===== src/rtl/tsmac_fifo_arb_pkg.sv =====
// Shared types and defaults for the two-requester TSMAC FIFO write arbiter.
// Holds the arbiter FSM states, the requester index type and width defaults.
package tsmac_fifo_arb_pkg;

  localparam int DEF_DATA_W = 32;
  localparam int DEF_CNT_W  = 16;

  typedef enum logic {
    IDLE = 1'b0,
    XFER = 1'b1
  } state_e;

  typedef logic port_idx_t;

  function automatic logic [1:0] port_onehot(input port_idx_t p);
    return p ? 2'b10 : 2'b01;
  endfunction

endpackage


===== src/rtl/tsmac_rr_arb2.sv =====
// Two-way round-robin pick: a lone requester wins, a tie goes to the rr port.
// When nothing is requested sel is don't-care and simply follows rr.
module tsmac_rr_arb2
  import tsmac_fifo_arb_pkg::*;
(
  input  logic [1:0] req,
  input  port_idx_t  rr,
  output port_idx_t  sel
);

  always_comb begin
    sel = rr;
    case (req)
      2'b01:   sel = 1'b0;
      2'b10:   sel = 1'b1;
      default: sel = rr;
    endcase
  end

endmodule


===== src/rtl/tsmac_fifo_wr_arb.sv =====
// Frame-atomic arbiter merging two beat streams into one SYN FIFO write port.
// A frame owns the FIFO from SOF to EOF; almost-full only gates frame admission.
module tsmac_fifo_wr_arb
  import tsmac_fifo_arb_pkg::*;
#(
  parameter int DATA_W = DEF_DATA_W,
  parameter int CNT_W  = DEF_CNT_W
) (
  input  logic              clk,
  input  logic              rst_n,
  input  logic              s0_valid,
  input  logic [DATA_W-1:0] s0_data,
  input  logic              s0_sof,
  input  logic              s0_eof,
  output logic              s0_ready,
  input  logic              s1_valid,
  input  logic [DATA_W-1:0] s1_data,
  input  logic              s1_sof,
  input  logic              s1_eof,
  output logic              s1_ready,
  output logic              fifo_wr_en,
  output logic [DATA_W:0]   fifo_wr_data,
  input  logic              fifo_wr_full,
  input  logic              fifo_almost_full,
  output logic [1:0]        grant,
  output logic [CNT_W-1:0]  frame_cnt0,
  output logic [CNT_W-1:0]  frame_cnt1,
  output logic              err_stray,
  output logic              err_sof
);

  localparam logic [CNT_W-1:0] CNT_ONE = CNT_W'(1);

  state_e           state_reg, state_next;
  port_idx_t        owner_reg, owner_next;
  port_idx_t        rr_reg, rr_next;
  port_idx_t        arb_sel;
  logic             first_reg, first_next;
  logic [CNT_W-1:0] frame_cnt0_reg, frame_cnt0_next;
  logic [CNT_W-1:0] frame_cnt1_reg, frame_cnt1_next;

  logic [1:0] valid_vec, sof_vec, eof_vec;
  logic [1:0] cand_vec, stray_vec;
  logic [1:0] ready_vec;
  logic [1:0] grant_vec;
  logic       wr_en_c, stray_c, sof_err_c, accept;

  logic              owner_valid, owner_sof, owner_eof;
  logic [DATA_W-1:0] owner_data;

  assign valid_vec = {s1_valid, s0_valid};
  assign sof_vec   = {s1_sof,   s0_sof};
  assign eof_vec   = {s1_eof,   s0_eof};

  genvar gi;
  generate
    for (gi = 0; gi < 2; gi++) begin : g_port
      assign cand_vec[gi]  = valid_vec[gi] &  sof_vec[gi];
      assign stray_vec[gi] = valid_vec[gi] & ~sof_vec[gi];
    end
  endgenerate

  tsmac_rr_arb2 u_rr_arb (
    .req (cand_vec),
    .rr  (rr_reg),
    .sel (arb_sel)
  );

  assign owner_valid = valid_vec[owner_reg];
  assign owner_sof   = sof_vec[owner_reg];
  assign owner_eof   = eof_vec[owner_reg];
  assign owner_data  = owner_reg ? s1_data : s0_data;

  always_comb begin
    state_next      = state_reg;
    owner_next      = owner_reg;
    rr_next         = rr_reg;
    first_next      = first_reg;
    frame_cnt0_next = frame_cnt0_reg;
    frame_cnt1_next = frame_cnt1_reg;
    ready_vec       = 2'b00;
    grant_vec       = 2'b00;
    wr_en_c         = 1'b0;
    stray_c         = 1'b0;
    sof_err_c       = 1'b0;
    accept          = 1'b0;

    case (state_reg)
      IDLE: begin
        // Stray beats are swallowed; SOF beats wait for the first XFER cycle.
        ready_vec = stray_vec;
        stray_c   = |stray_vec;
        if (!fifo_almost_full && (|cand_vec)) begin
          state_next = XFER;
          owner_next = arb_sel;
          first_next = 1'b1;
        end
      end
      XFER: begin
        grant_vec            = port_onehot(owner_reg);
        ready_vec[owner_reg] = ~fifo_wr_full;
        accept               = owner_valid & ~fifo_wr_full;
        wr_en_c              = accept;
        if (accept) begin
          first_next = 1'b0;
          sof_err_c  = owner_sof & ~first_reg;
          if (owner_eof) begin
            state_next = IDLE;
            rr_next    = ~owner_reg;
            if (owner_reg) frame_cnt1_next = frame_cnt1_reg + CNT_ONE;
            else           frame_cnt0_next = frame_cnt0_reg + CNT_ONE;
          end
        end
      end
      default: state_next = IDLE;
    endcase

    // Handshake outputs must be quiet for the whole reset, not just after it.
    if (!rst_n) begin
      ready_vec = 2'b00;
      grant_vec = 2'b00;
      wr_en_c   = 1'b0;
      stray_c   = 1'b0;
      sof_err_c = 1'b0;
    end
  end

  always_ff @(posedge clk or negedge rst_n) begin
    if (!rst_n) begin
      state_reg      <= IDLE;
      owner_reg      <= 1'b0;
      rr_reg         <= 1'b0;
      first_reg      <= 1'b0;
      frame_cnt0_reg <= '0;
      frame_cnt1_reg <= '0;
    end else begin
      state_reg      <= state_next;
      owner_reg      <= owner_next;
      rr_reg         <= rr_next;
      first_reg      <= first_next;
      frame_cnt0_reg <= frame_cnt0_next;
      frame_cnt1_reg <= frame_cnt1_next;
    end
  end

  assign s0_ready     = ready_vec[0];
  assign s1_ready     = ready_vec[1];
  assign grant        = grant_vec;
  assign fifo_wr_en   = wr_en_c;
  assign fifo_wr_data = {owner_eof, owner_data};
  assign err_stray    = stray_c;
  assign err_sof      = sof_err_c;
  assign frame_cnt0   = frame_cnt0_reg;
  assign frame_cnt1   = frame_cnt1_reg;

endmodule


===== config.mk =====
export PLATFORM = sky130hd
export DESIGN_NAME = tsmac_fifo_wr_arb
export DESIGN_NICKNAME = d
export VERILOG_FILES = /design/src/rtl/tsmac_fifo_arb_pkg.sv /design/src/rtl/tsmac_rr_arb2.sv /design/src/rtl/tsmac_fifo_wr_arb.sv
export SDC_FILE = /design/constraint.sdc
export NUM_CORES = 1
export LEC_CHECK = 0
export ABC_AREA = 1
export CAP_MARGIN = 30
export CORE_UTILIZATION = 36
export CTS_BUF_LIST = sky130_fd_sc_hd__clkbuf_4 sky130_fd_sc_hd__clkbuf_8
export CTS_CLUSTER_DIAMETER = 120
export DETAILED_ROUTE_END_ITERATION = 10
export PLACE_DENSITY_LB_ADDON = 0.08
export SLEW_MARGIN = 20
export SYNTH_ARGS = -nofsm -noshare
export SYNTH_HDL_FRONTEND = slang
export SYNTH_SLANG_ARGS = --single-unit

===== constraint.sdc =====
create_clock -name clk -period 1.3 [get_ports clk]
set_input_delay 0.26 -clock clk [delete_from_list [all_inputs] [get_ports clk]]
set_output_delay 0.26 -clock clk [all_outputs]
set_load 0.01 [all_outputs]

Word-level counts from Yosys, hierarchy flattened:

Cells that the tools add are included.

* input bits: 74
* bits in registers: 36

* mux-type cells: 29
* equality and inequality tests: 4
* bitwise logic cells: 13
* order comparisons: 2
* reductions and logical operators: 10
* add/subtract/negate cells: 2

Operators with widths (number)
* $add A16 B1 Y16 const B: 2
* $mux W32: 1
* $mux W1: 19
* $mux W2: 4
* $reduce_and A4 Y1: 2
* $and A1 B1 Y1: 6
* $not A1 Y1: 6
* $pmux W1 S2: 3
* $pmux W2 S2: 1
* $reduce_and A2 Y1: 2
* $reduce_or A2 Y1: 2
* $reduce_and A3 Y1: 1
* $and A2 B2 Y2: 1
* $eq A2 B1 Y1 const B: 1
* $eq A2 B2 Y1 const B: 1
* $logic_and A1 B1 Y1: 2
* $lt A1 B2 Y1 const B: 1
* $ne A2 B1 Y1 const B: 1
* $ne A2 B2 Y1 const B: 1
* $demux W1 S1: 1
* $ge A1 B1 Y1 const B: 1
* $logic_not A1 Y1: 1

Depth between registers and ports, before layout:

* word-level depth: 7
* gate-level depth with buffers: 9
* depth with buffers taken out: 8

Hierarchy:

A second synthesis with hierarchy kept.

* cells, all modules: 413
* area, all modules: 2543.7 µm²

By module, submodules not included
* tsmac_fifo_wr_arb: cells an instance 407, area an instance 2512.4 µm², sequential area each 900.9 µm², times used 1
* tsmac_rr_arb2: cells an instance 6, area an instance 31.3 µm², sequential area each 0.0 µm², times used 1

Worst setup path after synthesis:

No wires, ideal clock.

* path type: register to register
* from: register frame_cnt1_reg[0], in the netlist frame_cnt1[0]
* to: register frame_cnt1_reg[14], in the netlist frame_cnt1[14]
* path buffers: 0
* slack: -0.143 ns
* library setup time: 0.117 ns
* cell stages (with the launch flop): 9
* clock period less this slack: 1.443 ns
* required time: 1.183 ns
* arrival: 1.326 ns
* cells stage by stage: dfrtp_1 ha_1 nand3_1 nor2_1 nand2_1 nor2_1 nand2_1 nand2_1 nand2_1

* cells in the longest elaborated chain, start to end: 1

Ends and longest elaborated chain
* from (decl): RTL line tsmac_fifo_wr_arb.sv:40 `logic [CNT_W-1:0] frame_cnt1_reg, frame_cnt1_next;`
* from (signal assigned): RTL line tsmac_fifo_wr_arb.sv:142 `frame_cnt1_reg <= frame_cnt1_next;`
* $add A16 B1 Y16: RTL line tsmac_fifo_wr_arb.sv:110 `if (owner_reg) frame_cnt1_next = frame_cnt1_reg + CNT_ONE;`

Every way passes these cells.
A chain may end at the register's enable or synchronous reset.

Final worst setup path:

* from: register owner_reg
* to: output port s0_ready

* cells in the longest elaborated chain, start to end: 7
* elaborated cells on any way between the ends: 8

Ends and longest elaborated chain
* from (decl): RTL line tsmac_fifo_wr_arb.sv:35 `port_idx_t owner_reg, owner_next;`
* from (signal assigned): RTL line tsmac_fifo_wr_arb.sv:138 `owner_reg <= owner_next;`
* $lt A1 B2 Y1 (not written as such) or $ge A1 B1 Y1 (tied branches): RTL line tsmac_fifo_wr_arb.sv:101 `ready_vec[owner_reg] = ~fifo_wr_full;`
* $logic_and A1 B1 Y1 (not written as such): RTL line tsmac_fifo_wr_arb.sv:101
* $mux W1 (not written as such): RTL line tsmac_fifo_wr_arb.sv:101
* $demux W1 S1 *: RTL line tsmac_fifo_wr_arb.sv:101
* $and A2 B2 Y2 (no source line) *
* $pmux W2 S2 *: RTL line tsmac_fifo_wr_arb.sv:88 `case (state_reg)`
* $mux W2 *: RTL line tsmac_fifo_wr_arb.sv:119 `if (!rst_n) begin`
* to (decl): RTL line tsmac_fifo_wr_arb.sv:15 `output logic s0_ready,`

Every way passes the cells marked *; elsewhere a longest branch is shown, timed or not.

==> reports/qor.csv <==
metric;value;unit
Seq/Total Area, Yosys;35.0;%
Most Frequent Cell on Critical Path;nand2_1;
Worst path top cell family by delay;flip-flops;
CP max stage delay;0.45;ns
worst setup margin;-0.482;ns
die area;7480;µm²
Worst slew margin;73.2;%
number of global-route vias before repair;3501;
Yosys reg bits;36;
clk buf depth;2;
Pins Over Slew Limit;0;
# IOs;146;
Die H;86.5;µm
core box area;6830;µm²
Clock transition at path regs;0.08;ns
Worst R2R Setup Slack;-0.35;ns
TritonCTS clock tree;done;
Site Rows;30;
Cell Chain, Critical Path;buf_4 > nor3_4 > nand2_1 > nand2_1 > clkdlybuf4s15_2;
clock skew;0.00631;ns
final wirelength;10400;µm
Wirelength per Cell;14.3;µm
initial drt markers;82;
register area;907;µm²
post-synth top area share;35.0;%
CP arrival;1.52;ns
largest net degree at the start of global routing;31;
Post-Syn Instances;408;
# DRC;0;
pwr dens;1290;nW/µm²
Skew-Pair Late Insertion Delay;0.29;ns
number of buffer and inverter stages on the critical path;2;
crit start category;register;
DP HPWL;6650;µm
Hold Vio Cnt, Final;0;
Initial Util;37.6;%
ANT cells;0;
Mapped Area;2570;µm²
post-route setup TNS;-22.72;ns
initial antenna violation count;0;
pre-CTS setup slack;-0.776;ns
failing checks;negative setup slack;
Crit. End Element;output port;
Combinational Power Share;62.9;%
ANT nets after route;0;
H-Tree Depth;2;
Net Count, Synth;486;
crit path time final;1.78;ns
1st-pass router iterations;4;
GR Util All Layers;27.6;%
clock power share;16.1;%
die span in x;86.5;µm
Sw Pwr;2.71;mW
clock buffer count from CTS;5;
Critical-path top delay cell;dfrtp_2;
status;complete, but fails checks;
Vias/cell;4.78;
syn_area_per_cell;6.30;µm²
Hold Path Class;primary input to asynchronous set/reset pin;
first-pass GRT wire length;16000;µm
PortBufs;145;
Pint;4.16;mW
top cells by area, synth;dfrtp_1 (35%), nand2_1 (35%), inv_1 (4.1%), nand3b_1 (4.1%), nor2_1 (4.1%);
Worst VDD drop;0.939;mV
total grt overflow;0;
nets;709;
Worst Path Required;1.04;ns
Final GP Congestion;0.825;
# clock sinks;36;
layout cells sized above 1;38.1;%
FILL cells;520;
FF-to-FF End;frame_cnt1[10];
WS Path Type;register to output port;
Seq pwr share;21.0;%
critical-path maximum fanout;4;
Final setup viols;73;
post-synth cell types;25;
worst slew pin tran;0.402;ns
RSZ-0062 raised after global routing;yes;
switching share of power;39.5;%
FF-to-FF Start;owner_reg;
via count;3477;
reg2reg path depth;11;
multi-input logic area;1890;µm²
Final Cycle Share;137;%
number of max-cap violations;0;
Clk Tree Root Cell;clkbuf_8;
Pleak;2.84;nW
cell taking the most area after synthesis;dfrtp_1;
Max Clock Freq;561;MHz
Yosys warning total;0;
Area growth, synth to finish;107;%
## cells in the final DEF, fill, tap and decap left out, types with 7 or more instances in the layout
cell type / instances
nand2_1: 164
clkdlybuf4s50_1: 70
nand2_2: 56
buf_4: 54
dfrtp_1: 31
dlygate4sd2_1: 30
buf_2: 27
inv_1: 26
buf_6: 23
nor2_1: 22
nand2_4: 20
nand3b_1: 14
nand3_1: 11
buf_12: 9
clkbuf_8: 7
## per-layer routing
layer	track usage, %	wire length (µm)	vias up
li1	-	-	1689
met1	29.1	3850	1633
met2	51.6	5520	125
met3	7.14	642	30
met4	11.8	377	0
met5	0	0	-
## logic make-up after synthesis
family	synth area share, %
and+or+nand+nor	49.7
buffers and inverters	7.49
DFF	35.0
xor gates and xnor gates	4.04
AOI/OAI and AO/OA	1.75
adders and majority gates	1.95
## worst reg2reg max path: stages, from the launching register on
cell and delay (ns):
dfrtp_2 0.45, inv_4 0.08, buf_12 0.13, buf_12 0.12, nand2_4 0.05, nand2_4 0.08
nand3_4 0.12, nor2_8 0.19, buf_6 0.15, inv_8 0.05, nand2_2 0.05, nand2_1 0.05
## through the flow
stage	cell area [µm²]	hold WS, ns	util [%]	std cells	power [mW]
2_1_floorplan	2600	-0.0356	-	408	2.83
3_5_place_dp	4470	0.245	65.5	679	4.71
5_1_grt	5320	0.118	77.8	728	7.27
6_report	5320	0.0955	77.8	728	6.87
4_1_cts	5160	0.0864	75.5	732	6.67
3_3_place_gp	4470	0.238	65.5	679	4.66
## Yosys cell counts
master	instances
buf_2	1
buf_4	3
buf_6	3
clkbuf_1	6
dfrtp_1	36
ha_1	4
inv_1	28
inv_2	1
nand2_1	237
nand2_2	2
nand3_1	14
nand3_4	1
nand3b_1	14
nand4_1	4
nor2_1	28
nor2_2	1
nor2_4	1
nor2_8	1
nor3_1	2
nor4_1	1
o21ai_0	4
o21ai_1	5
xnor2_1	6
xor2_1	4
xor2_2	1
## power groups by stage
stage / logic [mW] / clock network (mW) / registers (mW)
floorplan: 1.31 / 0 / 1.52
global placement: 3.18 / 0 / 1.48
detailed placement: 3.23 / 0 / 1.48
CTS: 4.12 / 1.11 / 1.44
global route: 4.65 / 1.16 / 1.46
finish: 4.32 / 1.11 / 1.44
## layout make-up
cell class / count / share of cell area (%)
Clock inverter: 1 / 0.565
Sequential cell: 36 / 17.1
Clock buffer: 7 / 1.81
Timing Repair Buffer: 228 / 40.6
Inverter: 29 / 2.24
Multi-Input combinational cell: 331 / 35.5
Tap cell: 96 / 2.26
## worst max-delay path by stage
| stage | from | endpoint | cells after the start | slack, ns |
|---|---|---|---|---|
| 6_report | owner_reg | s0_ready | 5 | -0.48 |
| 5_1_grt | owner_reg | s0_ready | 5 | -0.53 |
| 4_1_cts | owner_reg | err_sof | 6 | -0.46 |
| 3_5_place_dp | s0_valid | err_sof | 6 | -0.78 |
| 3_3_place_gp | s0_valid | err_sof | 6 | -0.73 |
| 2_1_floorplan | frame_cnt1[1] | frame_cnt1[14] | 8 | -0.05 |
## what timing repair did
item | 4_1_cts | 5_1_grt
endpoints found under the setup margin | 108 | 78
hold endpoints to repair | 6 | 0
pin swaps | 21 | 30
buffers inserted | 35 | 3
resized for setup | 266 | 91
gates cloned | 8 | 0
hold buffers | 2 | 0
Note: power is estimated with default switching activity, not from simulation.
